<file path="src/rtl/neko_pkg.sv">
// Shared constants and types for the writeback stage: load funct3 codes,
// default data/register widths and the port-arbitration state.
package neko_pkg;

  localparam int DATA_W = 32;
  localparam int REG_AW = 4;

  localparam logic [2:0] LB  = 3'b000;
  localparam logic [2:0] LH  = 3'b001;
  localparam logic [2:0] LW  = 3'b010;
  localparam logic [2:0] LBU = 3'b100;
  localparam logic [2:0] LHU = 3'b101;

  typedef enum logic {
    OPEN  = 1'b0,
    FORCE = 1'b1
  } arb_state_e;

endpackage

</file>
<file path="src/rtl/writeback_stage_if.sv">
// Memory-stage -> writeback result handshake. The memory stage drives through
// the master modport; the writeback stage consumes through the slave modport.
interface writeback_stage_if #(
  parameter int DATA_W = 32,
  parameter int REG_AW = 4
) ();

  logic              in_valid;
  logic              in_ready;
  logic [REG_AW-1:0] in_rd;
  logic              in_is_load;
  logic [2:0]        in_funct3;
  logic [1:0]        in_byte_off;
  logic [DATA_W-1:0] in_alu_result;
  logic [DATA_W-1:0] in_load_word;

  modport master (
    output in_valid, in_rd, in_is_load, in_funct3, in_byte_off,
           in_alu_result, in_load_word,
    input  in_ready
  );

  modport slave (
    input  in_valid, in_rd, in_is_load, in_funct3, in_byte_off,
           in_alu_result, in_load_word,
    output in_ready
  );

endinterface

</file>
<file path="src/rtl/writeback_stage_load_align.sv">
// Combinational load formatter: picks the byte/half addressed by byte_off and
// sign- or zero-extends it according to funct3; unknown codes pass the word.
module load_align
  import neko_pkg::*;
#(
  parameter int DATA_W = neko_pkg::DATA_W
) (
  input  logic [2:0]        funct3,
  input  logic [1:0]        byte_off,
  input  logic [DATA_W-1:0] word,
  output logic [DATA_W-1:0] data
);

  logic [7:0]  byte_sel;
  logic [15:0] half_sel;

  always_comb begin
    byte_sel = word[{byte_off, 3'b000} +: 8];
    half_sel = byte_off[1] ? word[31:16] : word[15:0];
    case (funct3)
      LB:      data = {{(DATA_W-8){byte_sel[7]}}, byte_sel};
      LH:      data = {{(DATA_W-16){half_sel[15]}}, half_sel};
      LW:      data = word;
      LBU:     data = {{(DATA_W-8){1'b0}}, byte_sel};
      LHU:     data = {{(DATA_W-16){1'b0}}, half_sel};
      default: data = word;
    endcase
  end

endmodule

</file>
<file path="src/rtl/writeback_stage.sv">
// Writeback stage: result FIFO plus shared register-bank port arbiter with
// starvation protection. Define WB_BYPASS_EN to add the pending-result bypass.
module writeback_stage
  import neko_pkg::*;
#(
  parameter int DATA_W     = neko_pkg::DATA_W,
  parameter int REG_AW     = neko_pkg::REG_AW,
  parameter int FIFO_DEPTH = 2,
  parameter int HOLD_MAX   = 2
) (
  input  logic              clk,
  input  logic              reset,
  writeback_stage_if.slave  mem,
  input  logic              rd_req_valid,
  input  logic [REG_AW-1:0] rd_req_sel,
  output logic              rd_grant,
  output logic              rf_write,
  output logic [REG_AW-1:0] rf_select,
  output logic [DATA_W-1:0] rf_dataIn,
  output logic              busy,
  output logic [31:0]       retired_count
`ifdef WB_BYPASS_EN
  ,
  input  logic [REG_AW-1:0] byp_sel,
  output logic              byp_hit,
  output logic [DATA_W-1:0] byp_data
`endif
);

  localparam int PTR_W  = $clog2(FIFO_DEPTH);
  localparam int CNT_W  = PTR_W + 1;
  localparam int HOLD_W = $clog2(HOLD_MAX + 1);

  typedef struct packed {
    logic [REG_AW-1:0] rd;
    logic [DATA_W-1:0] data;
  } entry_t;

  entry_t            fifo_q [FIFO_DEPTH];
  entry_t            fifo_d [FIFO_DEPTH];
  logic [PTR_W-1:0]  head_q, head_d, tail_q, tail_d;
  logic [CNT_W-1:0]  count_q, count_d;
  logic [HOLD_W-1:0] hold_q, hold_d;
  logic [31:0]       retired_q, retired_d;
  arb_state_e        state_q, state_d;

  logic [DATA_W-1:0] load_data;
  entry_t            new_entry;
  entry_t            head_entry;
  logic              empty, enq, deq;

  load_align #(.DATA_W(DATA_W)) u_align (
    .funct3   (mem.in_funct3),
    .byte_off (mem.in_byte_off),
    .word     (mem.in_load_word),
    .data     (load_data)
  );

  assign empty         = (count_q == '0);
  assign mem.in_ready  = (count_q != CNT_W'(FIFO_DEPTH));
  assign enq           = mem.in_valid & mem.in_ready;
  assign busy          = ~empty;
  assign retired_count = retired_q;
  assign head_entry    = fifo_q[head_q];
  assign new_entry.rd   = mem.in_rd;
  assign new_entry.data = mem.in_is_load ? load_data : mem.in_alu_result;

  for (genvar gi = 0; gi < FIFO_DEPTH; gi++) begin : g_slot
    assign fifo_d[gi] = (enq && (tail_q == PTR_W'(gi))) ? new_entry : fifo_q[gi];
  end

  // x0 heads retire without the port, so decode keeps its grant that cycle.
  always_comb begin
    rd_grant  = rd_req_valid;
    rf_write  = 1'b0;
    rf_select = rd_req_sel;
    rf_dataIn = head_entry.data;
    deq       = 1'b0;
    hold_d    = hold_q;
    state_d   = state_q;
    if (!empty) begin
      if (head_entry.rd == '0) begin
        deq = 1'b1;
      end else if ((state_q == FORCE) || !rd_req_valid) begin
        rd_grant  = 1'b0;
        rf_write  = 1'b1;
        rf_select = head_entry.rd;
        deq       = 1'b1;
        hold_d    = '0;
        state_d   = OPEN;
      end else begin
        hold_d = hold_q + 1'b1;
        if (hold_d == HOLD_W'(HOLD_MAX)) state_d = FORCE;
      end
    end
  end

  always_comb begin
    head_d    = deq ? head_q + 1'b1 : head_q;
    tail_d    = enq ? tail_q + 1'b1 : tail_q;
    count_d   = count_q + CNT_W'(enq) - CNT_W'(deq);
    retired_d = retired_q + 32'(deq);
  end

  always_ff @(posedge clk) begin
    fifo_q <= fifo_d;
    if (reset) begin
      head_q    <= '0;
      tail_q    <= '0;
      count_q   <= '0;
      hold_q    <= '0;
      retired_q <= '0;
      state_q   <= OPEN;
    end else begin
      head_q    <= head_d;
      tail_q    <= tail_d;
      count_q   <= count_d;
      hold_q    <= hold_d;
      retired_q <= retired_d;
      state_q   <= state_d;
    end
  end

`ifdef WB_BYPASS_EN
  // Scan oldest to newest so the youngest matching entry wins.
  always_comb begin
    logic [PTR_W-1:0] idx;
    byp_hit  = 1'b0;
    byp_data = '0;
    idx      = '0;
    for (int k = 0; k < FIFO_DEPTH; k++) begin
      idx = head_q + PTR_W'(k);
      if ((CNT_W'(k) < count_q) && (byp_sel != '0) && (fifo_q[idx].rd == byp_sel)) begin
        byp_hit  = 1'b1;
        byp_data = fifo_q[idx].data;
      end
    end
  end
`endif

endmodule

</file>
<file path="src/flat_wrapper.sv">
// flat-port wrapper written by rule: the top's interface ports become plain ports
module writeback_stage_flat import neko_pkg::*;
#(
  parameter int DATA_W     = neko_pkg::DATA_W,
  parameter int REG_AW     = neko_pkg::REG_AW,
  parameter int FIFO_DEPTH = 2,
  parameter int HOLD_MAX   = 2
)
  (clk, reset, rd_req_valid, rd_req_sel, rd_grant, rf_write, rf_select, rf_dataIn, busy, retired_count, mem_in_valid, mem_in_rd, mem_in_is_load, mem_in_funct3, mem_in_byte_off, mem_in_alu_result, mem_in_load_word, mem_in_ready);
  writeback_stage_if #(.DATA_W(DATA_W), .REG_AW(REG_AW)) mem_i ();
  input  logic clk;
  input  logic reset;
  input  logic rd_req_valid;
  input  logic [REG_AW-1:0] rd_req_sel;
  output logic rd_grant;
  output logic rf_write;
  output logic [REG_AW-1:0] rf_select;
  output logic [DATA_W-1:0] rf_dataIn;
  output logic busy;
  output logic [31:0] retired_count;
  input wire logic [$bits(mem_i.in_valid)-1:0] mem_in_valid;
  input wire logic [$bits(mem_i.in_rd)-1:0] mem_in_rd;
  input wire logic [$bits(mem_i.in_is_load)-1:0] mem_in_is_load;
  input wire logic [$bits(mem_i.in_funct3)-1:0] mem_in_funct3;
  input wire logic [$bits(mem_i.in_byte_off)-1:0] mem_in_byte_off;
  input wire logic [$bits(mem_i.in_alu_result)-1:0] mem_in_alu_result;
  input wire logic [$bits(mem_i.in_load_word)-1:0] mem_in_load_word;
  output wire logic [$bits(mem_i.in_ready)-1:0] mem_in_ready;
  assign mem_i.in_valid = mem_in_valid;
  assign mem_i.in_rd = mem_in_rd;
  assign mem_i.in_is_load = mem_in_is_load;
  assign mem_i.in_funct3 = mem_in_funct3;
  assign mem_i.in_byte_off = mem_in_byte_off;
  assign mem_i.in_alu_result = mem_in_alu_result;
  assign mem_i.in_load_word = mem_in_load_word;
  assign mem_in_ready = mem_i.in_ready;
  writeback_stage #(.DATA_W(DATA_W), .REG_AW(REG_AW), .FIFO_DEPTH(FIFO_DEPTH), .HOLD_MAX(HOLD_MAX)) u_core (.clk(clk), .reset(reset), .mem(mem_i), .rd_req_valid(rd_req_valid), .rd_req_sel(rd_req_sel), .rd_grant(rd_grant), .rf_write(rf_write), .rf_select(rf_select), .rf_dataIn(rf_dataIn), .busy(busy), .retired_count(retired_count));
endmodule
</file>
<file path="config.mk">
export PLATFORM = sky130hd
export DESIGN_NAME = writeback_stage_flat
export DESIGN_NICKNAME = d
export VERILOG_FILES = /design/src/rtl/neko_pkg.sv /design/src/rtl/writeback_stage_if.sv /design/src/rtl/writeback_stage_load_align.sv /design/src/rtl/writeback_stage.sv /design/src/flat_wrapper.sv
export SDC_FILE = /design/constraint.sdc
export NUM_CORES = 1
export LEC_CHECK = 0
export ABC_AREA = 1
export BUFFER_PORTS_ARGS = -buffer_cell sky130_fd_sc_hd__clkbuf_2
export CAP_MARGIN = 20
export CORE_ASPECT_RATIO = 0.7
export CORE_UTILIZATION = 55
export CTS_BUF_LIST = sky130_fd_sc_hd__clkbuf_8
export DETAILED_ROUTE_END_ITERATION = 12
export GPL_TIMING_DRIVEN = 0
export PLACE_DENSITY = 0.82
export SLEW_MARGIN = 20
export SYNTH_ARGS = -nofsm -noshare
export SYNTH_HDL_FRONTEND = slang
export SYNTH_SLANG_ARGS = --single-unit
</file>
<file path="constraint.sdc">
create_clock -name clk -period 3.41 [get_ports clk]
set_input_delay 0.682 -clock clk [delete_from_list [all_inputs] [get_ports clk]]
set_output_delay 0.682 -clock clk [all_outputs]
set_load 0.02 [all_outputs]
</file>
# ---- After elaboration in Yosys (flattened, before gate mapping)
# Cells that the tools add are included.
# W data, S select, Z words.
dict set report classes {
  mux 20
  n_lt_le_gt_ge 1
  add_sub_neg 6
  bitwise 5
  reduce_logical 10
  shifts 1
  n_eq_ne 5
}
# op n
set op_table {}
lappend op_table {{$pmux W32 S4} 1}
lappend op_table {{$mux W36} 3}
lappend op_table {{$add A32 B1 Y32} 1}
lappend op_table {{$mux W32} 1}
lappend op_table {{$shiftx A32 B6 Y8} 1}
lappend op_table {{$mux W16} 1}
lappend op_table {{$mux W4} 3}
lappend op_table {{$mux W1} 10}
lappend op_table {{$eq A3 B3 Y1 const B} 2}
lappend op_table {{$logic_not A4 Y1} 1}
lappend op_table {{$eq A3 B1 Y1 const B} 1}
lappend op_table {{$logic_not A3 Y1} 1}
lappend op_table {{$not A1 Y1} 3}
lappend op_table {{$reduce_and A3 Y1} 1}
lappend op_table {{$add A1 B1 Y1 const B} 2}
lappend op_table {{$add A2 B1 Y2} 1}
lappend op_table {{$add A2 B1 Y2 const B} 1}
lappend op_table {{$eq A2 B2 Y1 const B} 1}
lappend op_table {{$ge A2 B2 Y1 const B} 1}
lappend op_table {{$logic_and A1 B1 Y1} 2}
lappend op_table {{$logic_not A2 Y1} 1}
lappend op_table {{$mux W2} 1}
lappend op_table {{$ne A2 B2 Y1 const B} 1}
lappend op_table {{$not A1 Y2} 1}
lappend op_table {{6 further kinds} 6}
dict set report totals {
  input_bits 82
  ff_bits 111
  out_inout_bits 72
  word_cells 58
}

# ---- Depth between registers and ports, before layout
dict set report depth {
  ltp_word 8
  ltp_mapped 17
  mapped_depth_nobuf 15
}

# ---- Hierarchy
# From an unflattened synthesis, not the netlist that was laid out.
dict set report hier_totals {
  hier_cells 750
  hier_area_um2 6269.8
}
# mod n_inst cells_per_inst area_each_um2
set modules_own_cells {}
lappend modules_own_cells {writeback_stage 1 556 5215.0}
lappend modules_own_cells {load_align 1 194 1054.8}

# ---- Worst setup path after synthesis
# OpenSTA, ideal clock, no wires.
dict set report synth_timing {
  kind {in2reg}
  startpoint {in mem_in_valid}
  endpoint {reg u_core.fifo_q[0] (netlist bit), enable pin}
  required_time_ps 2979
  n_path_buf 0
  t_arrival_ps 2318
  cell_stages 2
  path_slack_ps 661
  setup_time_ps 431
  path_cell_list {nand2_1 -> nor2_1}
}
dict set report synth_between {
  elab_chain_len 2
}
# item line_no
set synth_rtl {}
lappend synth_rtl {{from (decl)} flat_wrapper.sv:21} ;# input wire logic [$bits(mem_i.in_valid)-1:0] mem_in_valid;
lappend synth_rtl {{$and A1 B1 Y1} writeback_stage.sv:61} ;# assign enq = mem.in_valid & mem.in_ready;
lappend synth_rtl {{$logic_and A1 B1 Y1} writeback_stage.sv:69} ;# assign fifo_d[gi] = (enq && (tail_q == PTR_W'(gi))) ? new_entry : fifo_q[gi];
lappend synth_rtl {{to (signal assigned)} writeback_stage.sv:106} ;# fifo_q <= fifo_d;
lappend synth_rtl {{to (decl)} writeback_stage.sv:39} ;# entry_t fifo_q [FIFO_DEPTH];
# Every way passes these cells.
# A chain may end at the register's enable or synchronous reset.

# ---- Worst setup path after layout
dict set report layout_timing {
  startpoint {reg u_core.head_q}
  endpoint {reg u_core.retired_q[28], in the netlist u_core.retired_count[28]}
}
dict set report layout_between {
  elab_chain_len 8
}
# item line_no
set layout_rtl {}
lappend layout_rtl {{from (decl)} writeback_stage.sv:41} ;# logic [PTR_W-1:0] head_q, head_d, tail_q, tail_d;
lappend layout_rtl {{from (signal assigned)} writeback_stage.sv:108} ;# head_q <= '0;
lappend layout_rtl {{from (signal assigned)} writeback_stage.sv:115} ;# head_q <= head_d;
lappend layout_rtl {{$not A1 Y2 (implied by the code)} writeback_stage.sv:64} ;# assign head_entry = fifo_q[head_q];
lappend layout_rtl {{$mux W36 (implied by the code) (3 in series)} writeback_stage.sv:64}
lappend layout_rtl {{$logic_not A4 Y1} writeback_stage.sv:82} ;# if (head_entry.rd == '0) begin
lappend layout_rtl {{$mux W1} writeback_stage.sv:82}
lappend layout_rtl {{$mux W1} writeback_stage.sv:81} ;# if (!empty) begin
lappend layout_rtl {{$add A32 B1 Y32} writeback_stage.sv:102} ;# retired_d = retired_q + 32'(deq);
lappend layout_rtl {{to (signal assigned)} writeback_stage.sv:119} ;# retired_q <= retired_d;
lappend layout_rtl {{to (decl)} writeback_stage.sv:44} ;# logic [31:0] retired_q, retired_d;
# Every way passes these cells. The select of a mux whose other input is x is not followed.

==> flow_summary_export.csv <==
group,metric,value,unit
status,outcome,"finished clean",
worst_setup_path,criticalPathCategory,"flop to flop",
final_layout,drive_gt1_share,22.6,%
yosys,synth_warnings,0,
placed_design,gp_congestion,0.952,
timing,hold_violations,0,
grt,grt_overflow_total,0,
floorplan,core-area,10500,sq um
clock_network,post_cts_buffers,0,
clock_network,cts_resized,0,
grt,track_usage,28.6,%
timing,worst_clock_skew,0.00875,ns
timing,rsz0062_at_grt,"false",
clock_network,root_buffer,"clkbuf_8",
grt,grt_pass1_vias,5183,
detailed_routing,ant_nets,0,
run,timing.max_cap.violations,0,
floorplan,rows,31,
clock_network,htreeDepth,3,
detailed_routing,vias_per_cell,5.20,
timing,slew_viol_final,0,
power,ir_worst_vdd,0.000265,V
clock_network,cts.sinks,111,
detailed_routing,post_drt_wl_per_cell,14.0,um
power,p_total,3.86,mW
final_layout,fill_cells,905,
floorplan,dieArea,11400,sq um
power,p_leak,3.21,nW
yosys,syn_avg_cell_area,7.53,sq um
clock_network,path_clk_slew,0.10,ns
placed_design,numPortBuffers,149,
yosys,synth.area.top_cells,"edfxtp_1, nand2_1, dfxtp_1, nor2_1, inv_1",
yosys,ys_async_sr_fraction,0,%
detailed_routing,routed-via-count,5823,
final_layout,multi_input_area,2720,sq um
power,power_density,533,nW/um^2
clock_network,cts_buffer_depth,2,
floorplan,pin_count,154,
detailed_routing,drc,0,
detailed_routing,first_pass_iters,6,
yosys,synth_top_cell_area_share,35.7,%
clock_network,ctsHoldBuffers,0,
worst_setup_path,reg2reg_slack,0.56,ns
final_layout,final_cells,1119,
detailed_routing,drt_iter0_markers,609,
final_layout,diodes,0,
worst_setup_path,required,3.72,ns
worst_setup_path,endpoint_kind,"flop",
timing,relSlewSlack,57.3,%
clock_network,clkLatencyLatePin,0.38,ns
final_layout,final_nets,1053,
timing,fmax,0.351,GHz
final_layout,layout_commonest_cell,"nand2_1",
yosys,netlist_area,6050,sq um
worst_setup_path,crit_fanout,10,
worst_hold_path,min_path_type,"flop to flop",
grt,grt_pass1_wl,25.3,mm
timing,whs,0.470,ns
worst_setup_path,reg2reg_depth,16,
timing,worst_pin_slew,0.639,ns
worst_setup_path,arrival,3.16,ns
worst_setup_path,start_kind,"flop",
floorplan,die_w,127,um
timing,fin_crit_sh,83.5,%
final_layout,final_cell_mix,"nand2_1, clkbuf_2, nor2_1, edfxtp_1, inv_1",
placed_design,placedCellCount,1103,
final_layout,final-seq-area,2940,sq um
timing,setup_viol,0,
yosys,netlist_instances,804,
final_layout,area_growth,19.6,%
yosys,seq_area_frac_synth,48.6,%
worst_hold_path,min_delay_path_depth,2,
detailed_routing,drt-total-wl,15.6,mm
grt,grt_max_degree,25,
yosys,synthFlopType,"edfxtp_1",
placed_design,hpwl,12.2,mm
yosys,ys_ff_latch,111,
grt,antenna_found_initial,0,
yosys,syn_nets,891,
yosys,ys_types,33,
clock_network,cts_buffers,9,
timing,fin_crit,2.85,ns
clock_network,cts_tree,"yes",
floorplan,initial_core_util,57.6,%
floorplan,die_h,89.8,um
yosys,yosys.area.top_type,"edfxtp_1",
yosys,synth_edf_count,72,
==> cell type report <==
class	count	share of cell area [%]
sequential	111	40.7
multi-input combinational	600	37.6
timing repair buffer	151	11.0
inverter	65	3.41
tap	148	2.56
buffer	28	2.14
clock buffer	9	1.71
clock inverter	7	0.968
==> final timing paths <==
check / start / endpoint
setup / recovery: u_core.head_q$_SDFFE_PP0N_ / u_core.retired_count[28]$_SDFF_PP0_
hold / removal: u_core.hold_q[1]$_SDFFE_PP0P_ / u_core.hold_q[1]$_SDFFE_PP0P_
setup reg to reg: u_core.head_q$_SDFFE_PP0N_ / u_core.retired_count[28]$_SDFF_PP0_
hold reg to reg: u_core.hold_q[1]$_SDFFE_PP0P_ / u_core.hold_q[1]$_SDFFE_PP0P_
==> power by group <==
| part | switching (mW) | internal [mW] | total, mW |
|---|---|---|---|
| registers | 0.0444 | 1.60 | 1.65 |
| logic | 0.979 | 0.445 | 1.42 |
| clock network | 0.445 | 0.343 | 0.788 |
| total | 1.47 | 2.39 | 3.86 |
==> per-layer routing <==
layer / GRT usage (%) / up-vias / share of wire, %
met1: 42.0 / 2578 / 45
met4: 8.33 / 0 / 1.7
met3: 8.39 / 21 / 12
met2: 40.8 / 344 / 40
met5: 0 / - / 0
li1: - / 2880 / -
==> state kept, by name (all words and copies together), names as in the netlist <==
signal	count
u_core.state_q	1
u_core.retired_count	32
u_core.fifo_q	72
u_core.tail_q	1
u_core.count_q	2
u_core.hold_q	2
u_core.head_q	1
==> cell families (layout without fill, tap and decap cells) <==
kind of cell | Yosys count | in the layout | share of synthesized area [%]
AO/OA/AOI/OAI | 99 | 99 | 9.64
XOR/XNOR | 2 | 2 | 0.290
flip-flops | 111 | 111 | 48.6
buffers and inverters | 93 | 260 | 6.64
adder cells (fa/ha/maj) | 5 | 5 | 1.03
AND/OR/NAND/NOR | 494 | 494 | 33.8
==> Yosys cell counts, types with 3 or more instances <==
| library cell | number |
|---|---|
| a21oi_1 | 35 |
| buf_2 | 4 |
| buf_6 | 6 |
| clkbuf_1 | 18 |
| dfxtp_1 | 39 |
| edfxtp_1 | 72 |
| ha_1 | 5 |
| inv_1 | 58 |
| inv_2 | 5 |
| nand2_1 | 300 |
| nand2_2 | 9 |
| nand3_1 | 18 |
| nand3b_1 | 15 |
| nor2_1 | 132 |
| nor2_2 | 3 |
| nor2_4 | 3 |
| o21ai_0 | 37 |
| o21ai_1 | 7 |
| o21bai_1 | 6 |
| o21bai_2 | 10 |
| or2_2 | 7 |
==> per-stage QoR <==
stage	setup TNS [ns]	utilization, %	setup WS (ns)	instance area [sq um]
after detailed placement	0	67.0	0.478	7040
after global placement	-22.40	66.4	-0.374	6980
after floorplan	0	-	0.661	6050
final	0	68.9	0.562	7240
after global routing	0	68.9	0.306	7240
after CTS	0	68.9	0.593	7240
==> worst max-delay path, cell delays in order (launching register included) <==
cell      delay (ns)
dfxtp_1         0.34
buf_6           0.15
inv_2           0.05
buf_6           0.14
nand2_2         0.06
nand2_2         0.07
nor2_4          0.13
nand3_1         0.15
nand2_1         0.16
ha_1            0.30
ha_1            0.26
nand2_1         0.13
nor2_4          0.23
inv_1           0.08
nor2_1          0.26
nand3b_1        0.12
a21oi_1         0.15
(Power assumes the default switching activity.)
